File: src/rtl/dm_subword.sv
// Sub-word data-memory access unit: byte/halfword stores by read-modify-write
// against a word-only synchronous-read memory, and lane extract/extend on loads.
module dm_subword (
  input  logic        clk,
  input  logic        reset,
  input  logic        req_valid,
  output logic        req_ready,
  input  logic        req_we,
  input  logic [1:0]  req_size,
  input  logic        req_sext,
  input  logic [31:0] req_addr,
  input  logic [31:0] req_wdata,
  output logic        done,
  output logic        err,
  output logic [31:0] rdata,
  output logic [29:0] mem_addr,
  output logic        mem_re,
  input  logic [31:0] mem_rdata,
  output logic        mem_we,
  output logic [31:0] mem_wdata
);

  typedef enum logic [2:0] {
    S_IDLE = 3'd0,
    S_RD   = 3'd1,
    S_WAIT = 3'd2,
    S_WR   = 3'd3,
    S_RESP = 3'd4
  } state_t;

  localparam logic [1:0] SZ_BYTE = 2'd0;
  localparam logic [1:0] SZ_HALF = 2'd1;
  localparam logic [1:0] SZ_WORD = 2'd2;

  state_t      state_q, state_d;
  logic [31:0] addr_q, addr_d;
  logic [1:0]  size_q, size_d;
  logic        sext_q, sext_d;
  logic        we_q, we_d;
  logic [31:0] wdata_q, wdata_d;
  logic        err_q, err_d;
  logic [31:0] merge_q, merge_d;
  logic [31:0] rdata_q, rdata_d;

  logic        misaligned;
  logic [31:0] shifted;
  logic [7:0]  lane8;
  logic [15:0] lane16;
  logic [31:0] load_val;
  logic [31:0] merged;

  always_comb begin
    misaligned = 1'b0;
    case (req_size)
      SZ_HALF: misaligned = req_addr[0];
      SZ_WORD: misaligned = |req_addr[1:0];
      2'd3:    misaligned = 1'b1;
      default: misaligned = 1'b0;
    endcase
  end

  // Load lane extraction from the word returned in WAIT.
  assign shifted = mem_rdata >> {addr_q[1:0], 3'b000};
  assign lane8   = shifted[7:0];
  assign lane16  = addr_q[1] ? mem_rdata[31:16] : mem_rdata[15:0];

  always_comb begin
    load_val = mem_rdata;
    case (size_q)
      SZ_BYTE: load_val = sext_q ? {{24{lane8[7]}}, lane8} : {24'b0, lane8};
      SZ_HALF: load_val = sext_q ? {{16{lane16[15]}}, lane16} : {16'b0, lane16};
      default: load_val = mem_rdata;
    endcase
  end

  // Store merge: each byte lane takes new data only if it is targeted.
  // Only byte and halfword stores ever pass through WAIT.
  genvar gi;
  generate
    for (gi = 0; gi < 4; gi++) begin : g_lane
      logic       hit;
      logic [7:0] src;
      assign hit = (size_q == SZ_BYTE) ? (addr_q[1:0] == 2'(gi))
                                       : (addr_q[1] == 1'(gi / 2));
      assign src = ((size_q == SZ_HALF) && ((gi % 2) == 1)) ? wdata_q[15:8]
                                                            : wdata_q[7:0];
      assign merged[8*gi +: 8] = hit ? src : mem_rdata[8*gi +: 8];
    end
  endgenerate

  always_comb begin
    state_d = state_q;
    addr_d  = addr_q;
    size_d  = size_q;
    sext_d  = sext_q;
    we_d    = we_q;
    wdata_d = wdata_q;
    err_d   = err_q;
    merge_d = merge_q;
    rdata_d = rdata_q;
    case (state_q)
      S_IDLE: begin
        if (req_valid) begin
          addr_d  = req_addr;
          size_d  = req_size;
          sext_d  = req_sext;
          we_d    = req_we;
          wdata_d = req_wdata;
          err_d   = misaligned;
          if (misaligned)                         state_d = S_RESP;
          else if (req_we && req_size == SZ_WORD) state_d = S_WR;
          else                                    state_d = S_RD;
        end
      end
      S_RD:   state_d = S_WAIT;
      S_WAIT: begin
        if (we_q) begin
          merge_d = merged;
          state_d = S_WR;
        end else begin
          rdata_d = load_val;
          state_d = S_RESP;
        end
      end
      S_WR:   state_d = S_RESP;
      S_RESP: state_d = S_IDLE;
      default: state_d = S_IDLE;
    endcase
  end

  always_ff @(posedge clk) begin
    if (reset) begin
      state_q <= S_IDLE;
      addr_q  <= '0;
      size_q  <= '0;
      sext_q  <= 1'b0;
      we_q    <= 1'b0;
      wdata_q <= '0;
      err_q   <= 1'b0;
      merge_q <= '0;
      rdata_q <= '0;
    end else begin
      state_q <= state_d;
      addr_q  <= addr_d;
      size_q  <= size_d;
      sext_q  <= sext_d;
      we_q    <= we_d;
      wdata_q <= wdata_d;
      err_q   <= err_d;
      merge_q <= merge_d;
      rdata_q <= rdata_d;
    end
  end

  assign req_ready = (state_q == S_IDLE);
  assign done      = (state_q == S_RESP);
  assign err       = (state_q == S_RESP) && err_q;
  assign rdata     = rdata_q;
  assign mem_addr  = addr_q[31:2];
  assign mem_re    = (state_q == S_RD);
  assign mem_we    = (state_q == S_WR);
  assign mem_wdata = (state_q != S_WR) ? 32'd0
                   : (size_q == SZ_WORD) ? wdata_q : merge_q;

endmodule
File: config.mk
export PLATFORM = sky130hd
export DESIGN_NAME = dm_subword
export DESIGN_NICKNAME = d
export VERILOG_FILES = /design/src/rtl/dm_subword.sv
export SDC_FILE = /design/constraint.sdc
export NUM_CORES = 1
export LEC_CHECK = 0
export CORE_ASPECT_RATIO = 0.9
export CORE_UTILIZATION = 47
export DETAILED_ROUTE_END_ITERATION = 8
export PLACE_DENSITY = 0.91
export SLEW_MARGIN = 20
export SYNTH_ARGS = -nofsm -noshare
export SYNTH_HDL_FRONTEND = slang
export SYNTH_SLANG_ARGS = --single-unit
File: constraint.sdc
create_clock -name clk -period 2.2 [get_ports clk]
set_clock_uncertainty 0.05 [all_clocks]
set_input_delay 0.22 -clock clk [delete_from_list [all_inputs] [get_ports clk]]
set_output_delay 0.22 -clock clk [all_outputs]
set_load 0.02 [all_outputs]
==> results of run 1 <==
## power by group
group	switching (mW)	leakage (nW)	internal, mW	total (mW)
clock network	1.14	0.292	1.82	2.97
logic	0.703	1.88	0.581	1.28
registers	0.110	1.11	2.61	2.72
## worst max-delay path by stage
stage / to / slack, ns / cells after the start
after floorplan: mem_wdata[10] / 0.28 / 7
after CTS: err / 0.004 / 4
final: mem_wdata[10] / 0.09 / 6
after detailed placement: rdata[29] / 0.10 / 5
after global routing: mem_wdata[15] / 0.0006 / 6
after global placement: rdata[30] / 0.17 / 5
## cell families (layout without fill, tap and decap cells)
| logic type | count (synthesis) | count (layout) | synth area share |
|---|---|---|---|
| buffers and inverters | 98 | 273 | 0.0828 |
| and+or+nand+nor | 335 | 335 | 0.223 |
| DFF | 136 | 136 | 0.432 |
| muxes | 27 | 27 | 0.0457 |
| AOI/OAI and AO/OA | 210 | 210 | 0.216 |
## metal layers
layer  global-route usage  share of wire
met2                0.491           0.46
met1                0.373           0.39
met3                0.110           0.11
met5                    0              0
met4                0.153          0.040
## through the flow
step                power, mW  hold slack (ns)  cell area, µm²
detailed placement       4.03            0.396            8380
global route             7.21            0.146            8920
floorplan                3.47            0.301            6300
global placement         4.00            0.390            8380
CTS                      6.97            0.125            8960
finish                   6.97            0.140            8920
## registers in the layout, summed over array words and instances (netlist names)
register and cells:
merge_q 32, we_q 1, err_q 1, addr_q 32, sext_q 1, state_q 3, rdata 32, wdata_q 32
size_q 2
## cell type report
class	instances	area, µm²
Timing Repair Buffer	236	2270
Tap cell	164	205
Sequential cell	136	2720
Multi-Input combinational cell	572	3090
Fill cell	1006	3960
Clock inverter	13	169
Inverter	5	18.8
Clock buffer	19	443
## cell usage in the layout (no fill, tap or decap), types with 3 or more instances in the layout
cell type and n:
buf_4 30, dlygate4sd2_1 13, nand2_1 245, a221oi_1 16
clkinvlp_4 3, clkdlybuf4s50_1 165, clkbuf_16 17, mux2i_1 13
a21oi_1 104, inv_1 5, a22oi_1 4, a311oi_1 9
a211oi_1 32, nor2_1 48, dfxtp_1 136, mux2_2 14
buf_12 6, nor2b_1 8, a21o_1 12, a22o_1 12
clkdlybuf4s15_1 9, bufinv_16 3, clkbuf_2 12, nand3_1 12
o21ai_0 12
==> results.md, run 1 <==
- Area contributors post-synth: dfxtp_1 (43%), nand2_1 (15%), a21oi_1 (8.3%)
- Gr usage total: 0.312
- Min-delay src: reset
- # DRC: 0
- Clock Path Buffers: 2
- Synth top cells by count: nand2_1 (246), dfxtp_1 (136), a21oi_1 (104)
- Initial Utilization: 0.489
- Final Slew Violations: 0
- Non-Filler Instances: ~1100
- Core ar.: 0.0129 mm²
- Post-synth EDFFs: 0
- Post-Syn Area: between 0.006 and 0.007 mm²
- GRT Residual Overflow: 0
- CTS tree: done
- Slew headroom: 0.276
- Vias in the first global route: roughly 6400
- Syn Inst Count: between 800 and 900
- CTS H-Tree Depth: 4
- Count leader, synth: nand2_1
- Synthesized net count: 909
- Worst-path clk slew: 0.06 ns
- Max incr delay on CP: 0.39 ns
- Initial antenna violation count: 1
- Pin count of the biggest net entering global routing: 58
- CP endpoint kind: output port
- Drt pass-1 iters: 6
- Port Buf Inserts: between 200 and 250
- Leak Pwr: ~3.3 nW
- Cell Rows: 39
- Share of cells above drive strength 1: 0.111
- Die height: between 100 and 150 µm
- Hold Path Class: input pin to register
- Worst-margin pin slew: around 1.1 ns
- R2R setup slack: approximately 0.16 ns
- Fin crit share: 0.961
- Critical path's top delay family: buffers and inverters
- Critical Path Fanout Max: 32
- Dpl cells: roughly 1100
- Synth cell types: 45
- Req. time, crit path: just under 2 ns
- Pwr per Cell Area: just under 800 mW/mm²
- Setup TNS: 0 ns
- DR iter-0 viols: slightly below 800
- DP HPWL: around 15000 µm
- RSZ-0062 raised after global routing: false
- Area growth, synth to finish: 41.6%
- Final Util: 0.693
- Worst R2R Path Depth: 4
- Synth async-reset ratio: 0
- Post-synth top area share: 0.432
- Final setup fails: 0
- CTS Sinks: about 140
- CTS root buf: clkbuf_16
- # diodes: 0
- FMAX: ~470 MHz
- Hold Path End: rdata[5]
- Setup WS post-layout: ~0.086 ns
- Ys Warns: 0
- Crit start category: register
- # Post-CTS Setup Buffers: 0
- RePlAce Congestion: approximately 0.99
- Post-CTS Resized: 35
- #FFs+latches synth: 136
- Worst ir drop on vdd: a little over 700 µV
- Status: complete, no violations
- Wire per inst: between 15 and 20 µm
- Pre-CTS setup slack: a little over 0.1 ns
- Hold path cells: 2
- First-pass GRT wire length: roughly 33000 µm
- Die Area: between 0.01 and 0.015 mm²
- Vias/cell: ~5.7
- Arrival @ worst endpoint: roughly 1.8 ns
- I/O pin cnt: 202
- Worst Path Buf+Inv: 3
- Kind of critical path: register to output port
- Inserted Clock Buffers: 17
- Post-synth top flop: dfxtp_1
- Origin of the worst setup path: size_q[1]
- Reg-to-reg critical path endpoint: rdata[22]
- Chip width: roughly 120 µm
- Total number of vias: 6509
- Fin. Hold Viols: 0
- Tmin final: 2.11 ns
- Crit-path slowest cell: dfxtp_1
- Antenna viol nets, final: 0
- Max-cap viol count: 0
- Crit path cell chain: inv_1 > nor2_2 > buf_12 > nand2_1 > a21oi_1 > clkdlybuf4s15_1
- Final #Nets: roughly 1100
- Synth area leader: dfxtp_1
- Hold buffers post-CTS: 0
- Worst skew pair latency: 0.43 ns
- Worst r2r src: addr_q[1]
- Routed WL: roughly 21000 µm
- Avg Cell Area, Syn: a little under 8 µm²
- Sequential fraction of the synthesis area: 0.432
Power figures use the tool's default switching activity.
==> inputs of run 2 (changes only) <==
--- a/config.mk
+++ b/config.mk
@@ -7,9 +7,10 @@
 export LEC_CHECK = 0
 export CORE_ASPECT_RATIO = 0.9
 export CORE_UTILIZATION = 47
+export CTS_CLUSTER_SIZE = 20
 export DETAILED_ROUTE_END_ITERATION = 8
 export PLACE_DENSITY = 0.91
-export SLEW_MARGIN = 20
+export SLEW_MARGIN = 25
 export SYNTH_ARGS = -nofsm -noshare
 export SYNTH_HDL_FRONTEND = slang
 export SYNTH_SLANG_ARGS = --single-unit
==> run 2 against run 1 <==
Combinational power is essentially flat. Global-route usage did not move. Maximum frequency about the same. Die area is the same. First-iteration DRC count decreased by 1.1%. Count of clock-buffer cells in the layout did not move. Non-clock buffer count stayed put. Final cell count is the same. Critical path depth fell by 2. Critical path type unchanged. Sequential cell count stayed put.
==> results.md, run 2 (synthesis gave the netlist of run 1 again) <==
- Tmin final: 2.11 ns (-0.000996 ns)
- Die Area: 0.0139 mm² (unchanged)
- # DRC: 0 (unchanged)
- Initial Utilization: 0.489 (unchanged)
- Hold buffers post-CTS: 0 (unchanged)
- Fin crit share: 0.961 (about the same)
- CTS tree: done
- RePlAce Congestion: 0.993 (unchanged)
- Crit start category: register
- Core ar.: 0.0129 mm² (unchanged)
- Pwr per Cell Area: 781 mW/mm² (about the same)
- Critical Path Fanout Max: 28 (-13%)
- Initial antenna violation count: 1 (unchanged)
- Setup TNS: 0 ns (unchanged)
- Clock Path Buffers: 2 (unchanged)
- Fin. Hold Viols: 0 (unchanged)
- Wire per inst: 18.5 µm (+0.16%)
- RSZ-0062 raised after global routing: false
- Die height: 112 µm (unchanged)
- Status: complete, no violations
- Hold Path Class: input pin to register
- CP endpoint kind: output port
- Fillers: 1005 (-0.099%)
- DP HPWL: 14900 µm (unchanged)
- R2R setup slack: 0.17 ns (about the same)
- CTS Sinks: 136 (unchanged)
- Setup WS post-layout: 0.0865 ns (+0.000996 ns)
- CTS H-Tree Depth: 4 (unchanged)
- First-pass GRT wire length: 32900 µm (unchanged)
- Port Buf Inserts: 201 (unchanged)
- Vias in the first global route: 6434 (unchanged)
- Req. time, crit path: 1.93 ns (about the same)
- Pin count of the biggest net entering global routing: 58 (unchanged)
- Final setup fails: 0 (unchanged)
- Most frequent cells in the layout: nand2_1 (245), clkdlybuf4s50_1 (165), dfxtp_1 (136)
- Routed WL: 21200 µm (+0.16%)
- Worst ir drop on vdd: 722 µV (about the same)
- Kind of critical path: register to output port
- # Post-CTS Setup Buffers: 0 (unchanged)
- Worst skew pair latency: 0.43 ns (about the same)
- CP endpoint: mem_we
- Crit-path slowest cell: clkdlybuf4s50_1
- Pre-CTS setup slack: 0.103 ns (unchanged)
- Max incr delay on CP: 0.59 ns (+0.20 ns)
- GRT Residual Overflow: 0 (unchanged)
- Drt pass-1 iters: 5 (-1)
- Origin of the worst setup path: state_q[2]
- Leak Pwr: 3.28 nW (about the same)
- Crit path cell chain: nand3b_1 > buf_4 > inv_1 > clkdlybuf4s50_1
- Reg-to-reg critical path endpoint: merge_q[15]
- Gr usage total: 0.312 (unchanged)
- Cell Rows: 39 (unchanged)
- Worst R2R Path Depth: 5 (+1)
- Arrival @ worst endpoint: 1.84 ns (about the same)
- Share of cells above drive strength 1: 0.112 (+0.00102)
- Commonest non-fill, non-tap cell in the layout: nand2_1
- Worst-margin pin slew: 0.670 ns (-0.412 ns)
- Inserted Clock Buffers: 17 (unchanged)
- CTS root buf: clkbuf_16
- Worst r2r src: state_q[0]
- Slew headroom: 0.550 (+0.273)
- FMAX: 473 MHz (about the same)
- Max-cap viol count: 0 (unchanged)
- Chip width: 124 µm (unchanged)
- Antenna viol nets, final: 0 (unchanged)
- Area growth, synth to finish: 41.7% (about the same)
- # diodes: 0 (unchanged)
- Vias/cell: 5.68 (about the same)
- Final Slew Violations: 0 (unchanged)
- Total number of vias: 6505 (-0.061%)
- DR iter-0 viols: 783 (-1.1%)
- Final #Nets: 1071 (unchanged)
- Worst-path clk slew: 0.06 ns (about the same)
- Power after layout: 6.97 mW (about the same)
- I/O pin cnt: 202 (unchanged)
==> run 2: stage by stage <==
stage	utilization	cells	instance area, µm²	hold WS [ns]
3_3_place_gp	0.651	1113	8380	0.390
3_5_place_dp	0.651	1113	8380	0.396
5_1_grt	0.693	1145	8930	0.151
6_report	0.693	1145	8930	0.142
4_1_cts	0.695	1145	8960	0.125
2_1_floorplan	-	806	6300	0.301
==> run 2: timing repair <==
action / CTS / global route
endpoints found under the setup margin: 34 / 22
gates resized for setup: 35 / 34
pin swaps: 0 / 0
==> run 2: power by group <==
group          internal, mW  switching, mW  total, mW  leakage, nW
sequential             2.61          0.110       2.72         1.11
combinational         0.581          0.703       1.28         1.88
clock                  1.82           1.15       2.97        0.292
total                  5.01           1.96       6.97         3.28
==> run 2: final cells by class <==
cell class	count	area, µm²	area share
tap	164	205	0.0230
clock buffer	19	443	0.0496
timing repair buffer	236	2270	0.255
clock inverter	13	169	0.0189
inverter	5	18.8	0.00210
multi-input combinational	572	3100	0.347
sequential	136	2720	0.305
==> run 2: worst min-delay path by stage <==
stage	from	endpoint	cells after the start
floorplan	mem_rdata[11]	merge_q[11]	2
global placement	addr_q[14]	addr_q[14]	2
detailed placement	addr_q[16]	addr_q[16]	2
CTS	reset	rdata[5]	2
global route	reset	rdata[0]	2
finish	reset	rdata[31]	2
==> run 2: routing by layer <==
metal	GRT usage	up-vias	routed length, µm
met1	0.373	3001	8180
met2	0.491	369	9700
met3	0.110	69	2390
met4	0.153	0	890
li1	-	3066	-
met5	0	-	0
==> run 2: worst max-delay path: cells and delay by family, from the launching register on <==
kind | cells | cell delay (ns)
buf+inv | 3 | 0.93
flops | 1 | 0.30
simple gates | 1 | 0.17
==> RTL edit 1, RTL diff (config.mk and constraints of run 2) <==
Re-encode `state_t` (5 states) as one-hot, 5 bits wide.
--- a/src/rtl/dm_subword.sv
+++ b/src/rtl/dm_subword.sv
@@ -21,10 +21,10 @@
 );
 
-  typedef enum logic [2:0] {
-    S_IDLE = 3'd0,
-    S_RD   = 3'd1,
-    S_WAIT = 3'd2,
-    S_WR   = 3'd3,
-    S_RESP = 3'd4
+  typedef enum logic [4:0] {
+    S_IDLE = 5'b00001,
+    S_RD   = 5'b00010,
+    S_WAIT = 5'b00100,
+    S_WR   = 5'b01000,
+    S_RESP = 5'b10000
   } state_t;
 
Function: no difference found for any inputs over 4 cycles, from zero or initial values and one cycle with reset high; so few cycles prove little.
==> RTL edit 1 against run 2 <==
First-iteration DRC count is 4.2% lower; register-to-register slack worse by 0.10 ns; design area is 2.6% higher; synthesized cell count is 5.1% higher; non-clock buffer count is 2 lower; clock power is 12% lower; critical path type unchanged; sequential cell count is 2 higher; routed wire length is 1.7% higher; highest routed layer unchanged; synthesized area is 4.9% higher; worst setup slack worse by 0.027 ns; power is 4.0% lower; global-route usage is 1.9 points lower; via count is 3.4% higher.
==> RTL edit 1: results (changes against run 2) <==
quantity of gates resized following cts 38 (+8.6%); top cells by count, synth nand2_1, dfxtp_1, a21oi_1; peak per-stage delay on the critical path 0.39 ns (-0.20 ns); setup slack of the critical path after layout 0.05976 ns (-0.02674 ns); largest cells by area after synthesis dfxtp_1, nand2_1, a21oi_1; first-pass GRT wire length 32.95 mm (+0.15%); setup slack, reg-to-reg 0.07 ns (-0.10 ns); worst IR drop on VDD 0.5585 mV (-23%); combinational cell fraction of total power 0.200 (+0.016); layout cell share with drive strength beyond 1 0.08696 (-0.02517); Final HPWL DP 14.63 mm (-2.0%); YS warnings 0 (unchanged); post-place setup slack 0.09302 ns (-0.009769 ns); share of the yosys chip area belonging to registers 0.4179 (-0.01406); startpoint of the worst setup timing path size_q[1]$_SDFFE_PP0P_; Placed Instance Area 8617 um2 (+2.8%); Cell variety after synth 41 (-8.9%); Internal 4.822 mW (-3.8%); Leak 3.415 nW (+4.3%); crit-path max FO 32 (+14%); number of cells in the design after placement 1,147 (+3.1%); hold slack final 0.1265 ns (-0.01519 ns); non-filler cells, final 1,180 (+3.1%); overall global routing resource usage 0.2932 (-0.01856); met1 track utilization from global routing 0.3579 (-0.01496); Arr. time, crit path 1.87 ns (+0.03 ns); post-synthesis net count 950 (+4.5%); Iter 0 DRT Violations 750 (-4.2%); detailed route wirelength on metal2 9.709 mm (+0.13%); wire length on met1 8.709 mm (+6.4%); status complete, no violations; net switching power 1.869 mW (-4.6%); DR WL met3 2.434 mm (+2.1%); worst reg2reg endpoint merge_q[28]$_SDFFE_PP0P_; total wire length 21.53 mm (+1.7%); worst setup path end mem_wdata[3]; vias in the first global route 6,429 (-0.078%); critical path's slowest cell dfxtp_1; antenna violations before repair 0 (-1); power of the clock network 2.61 mW (-12%); number of fill cells 1,087 (+8.2%); slew of the pin with the lowest slew margin 0.7146 ns (+0.04459 ns); routability congestion estimate from global placement 0.9310 (-6.3%); maximum number of pins on one net before global-route repair 70 (+21%); synthesized area divided by synthesized cell count 7.804 um2 (-0.19%); vias 6,725 (+3.4%)
RTL edit 1: cell types whose count changed after synthesis, moves of 8 or more:
cell,before,now
inv_1,5,13
a221o_1,0,8
nor2_1,49,31
a311oi_1,9,0
mux2i_1,13,50
nand2_1,246,231
and2_1,2,19
a22o_1,12,0
clkbuf_1,38,55
buf_2,20,7
a21oi_1,104,117
o22ai_1,0,26
a221oi_1,16,1
a211oi_1,32,24
RTL edit 1: final cells by class:
class	count	area (um2)	share of cell area
clock buffers	27	523.0	0.05710
multi-input cells	598	3322	0.3627
well taps	168	210.2	0.02295
flip-flops and latches	138	2763	0.3016
inverters	13	48.80	0.005328
repair buffers	234	2282	0.2492
clock inverters	2	10.01	0.001093
RTL edit 1: logic make-up (layout without fill, tap and decap cells):
family	Yosys count	in the layout	synth area share
and+or+nand+nor	322	322	0.2097
AOI/OAI and AO/OA	217	217	0.1953
DFF	138	138	0.4179
buffers and inverters	111	276	0.08423
muxes	59	59	0.09275
==> RTL edit 2, RTL diff (settings of run 2) <==
Without the edit above. Reset style: asynchronous (`reset`), changed in one clocked block.
--- a/src/rtl/dm_subword.sv
+++ b/src/rtl/dm_subword.sv
@@ -129,5 +129,5 @@
   end
 
-  always_ff @(posedge clk) begin
+  always_ff @(posedge clk or posedge reset) begin
     if (reset) begin
       state_q <= S_IDLE;
Behaviour: differs if reset is asserted again (counterexample within 4 cycles, from zero or initial values and one cycle with reset high); with reset held inactive, the same outputs for 4 cycles.
==> RTL edit 2 against run 2 <==
Routed wire length fell by 8.7%; synthesized area grew 8.5%; count of clock-buffer cells in the layout increased by 6; sequential cell count unchanged; design area is 4.7% higher; utilization down 3.1 points; worst setup slack worse by 0.038 ns; critical path type unchanged; critical endpoint is now mem_re; largest cell class is now sequential cells; highest routed layer unchanged.
Power is not compared: it rests on default switching activity, and its combinational part moved more than twofold at a synthesized area within 25%.
==> RTL edit 2: results (changes against run 2) <==
synthesized area divided by synthesized cell count 10.47 um2 (+34%); Cell variety after synth 46 (+2.2%); reg-to-reg critical path startpoint addr_q[1]$_DFFE_PP0P_; share of the yosys chip area belonging to registers 0.4979 (+0.06589); met1 track utilization from global routing 0.3674 (-0.005449); proportion of cell area occupied by multi-input gates 0.3139 (-0.03287); worst reg2reg endpoint rdata[30]$_DFFE_PP0P_; Syn-to-layout area delta 36.70%; status complete, no violations; Final HPWL DP 13.93 mm (-6.7%); startpoint of the worst setup timing path state_q[2]$_DFFE_PP0P_; vias per inst 5.536 (-2.6%); crit-path max FO 6 (-79%); clock buffer instance count of the final layout 25 (+6); top cells by count, synth dfrtp_1, nand2_1, mux2_2; DR WL met3 1.522 mm (-36%); Iter 0 DRT Violations 467 (-40%); Arr. time, crit path 1.88 ns (+0.04 ns); detailed route wirelength on metal2 9.123 mm (-5.9%); register fraction of the total cell area 0.3642 (+0.05924); setup slack, reg-to-reg 0.24 ns (+0.07 ns); worst setup path end mem_re; buffer count excluding the clock tree in the final layout 226 (-4.2%); Multi-Input Combinational 433 (-24%); slew of the pin with the lowest slew margin 0.5669 ns (-0.1031 ns); routability congestion estimate from global placement 0.9092 (-8.5%); Achievable Freq 464.9 MHz (-1.8%); largest cells by area after synthesis dfrtp_1, mux2_2, nand2_1; fraction of met3 tracks used by global routing 0.06963 (-0.04051); detail-routed net length per standard cell 18.85 um (+2.0%); path category of the worst min-delay check in -> async; vias in the first global route 5,648 (-12%); fin nets 922 (-14%); layout cell share with drive strength beyond 1 0.2272 (+0.1150); Async SR Flop Fraction 1.000 (+1.000); area share of buffers outside the clock network 0.2248 (-0.02983); Clock buf/inv share 0.06883 (+0.0002916); peak per-stage delay on the critical path 0.65 ns (+0.06 ns); wire length on met1 8.313 mm (+1.6%); overall global routing resource usage 0.2716 (-0.04012); number of fill cells 1,090 (+8.5%); first-pass GRT wire length 30.50 mm (-7.3%); Placed Instance Area 8862 um2 (+5.7%); maximum number of pins on one net before global-route repair 74 (+28%); hold slack final 0.2290 ns (+0.08734 ns)
## RTL edit 2: cell types whose count changed in the layout (fill, tap and decap cells not counted), moves of 26 or more
cell	run 2	this run
a211oi_1	32	0
dfxtp_1	136	0
a21oi_1	104	42
nor2_1	47	12
mux2_2	14	82
nand2_1	245	124
o21ai_0	12	38
dfrtp_1	0	136
## RTL edit 2: worst min-delay path: stages
cell	delay, ns
clkdlybuf4s50_1	0.44
clkinvlp_4	0.13
buf_12	0.29
## RTL edit 2: stage by stage
step / instances / setup WS, ns / power (mW)
2_1_floorplan: 653 / 0.1471 / 9.290
5_1_grt: 1025 / 0.01509 / 15.47
3_3_place_gp: 993 / 0.2526 / 11.39
3_5_place_dp: 993 / 0.1833 / 11.58
4_1_cts: 1025 / 0.003673 / 14.69
6_report: 1025 / 0.04881 / 14.61
## RTL edit 2: cell families after synthesis
logic type	Yosys count	share of synthesized area
and+or+nand+nor	202	0.1362
DFF	136	0.4979
buffers and inverters	84	0.07377
AOI/OAI and AO/OA	115	0.1054
muxes	116	0.1867
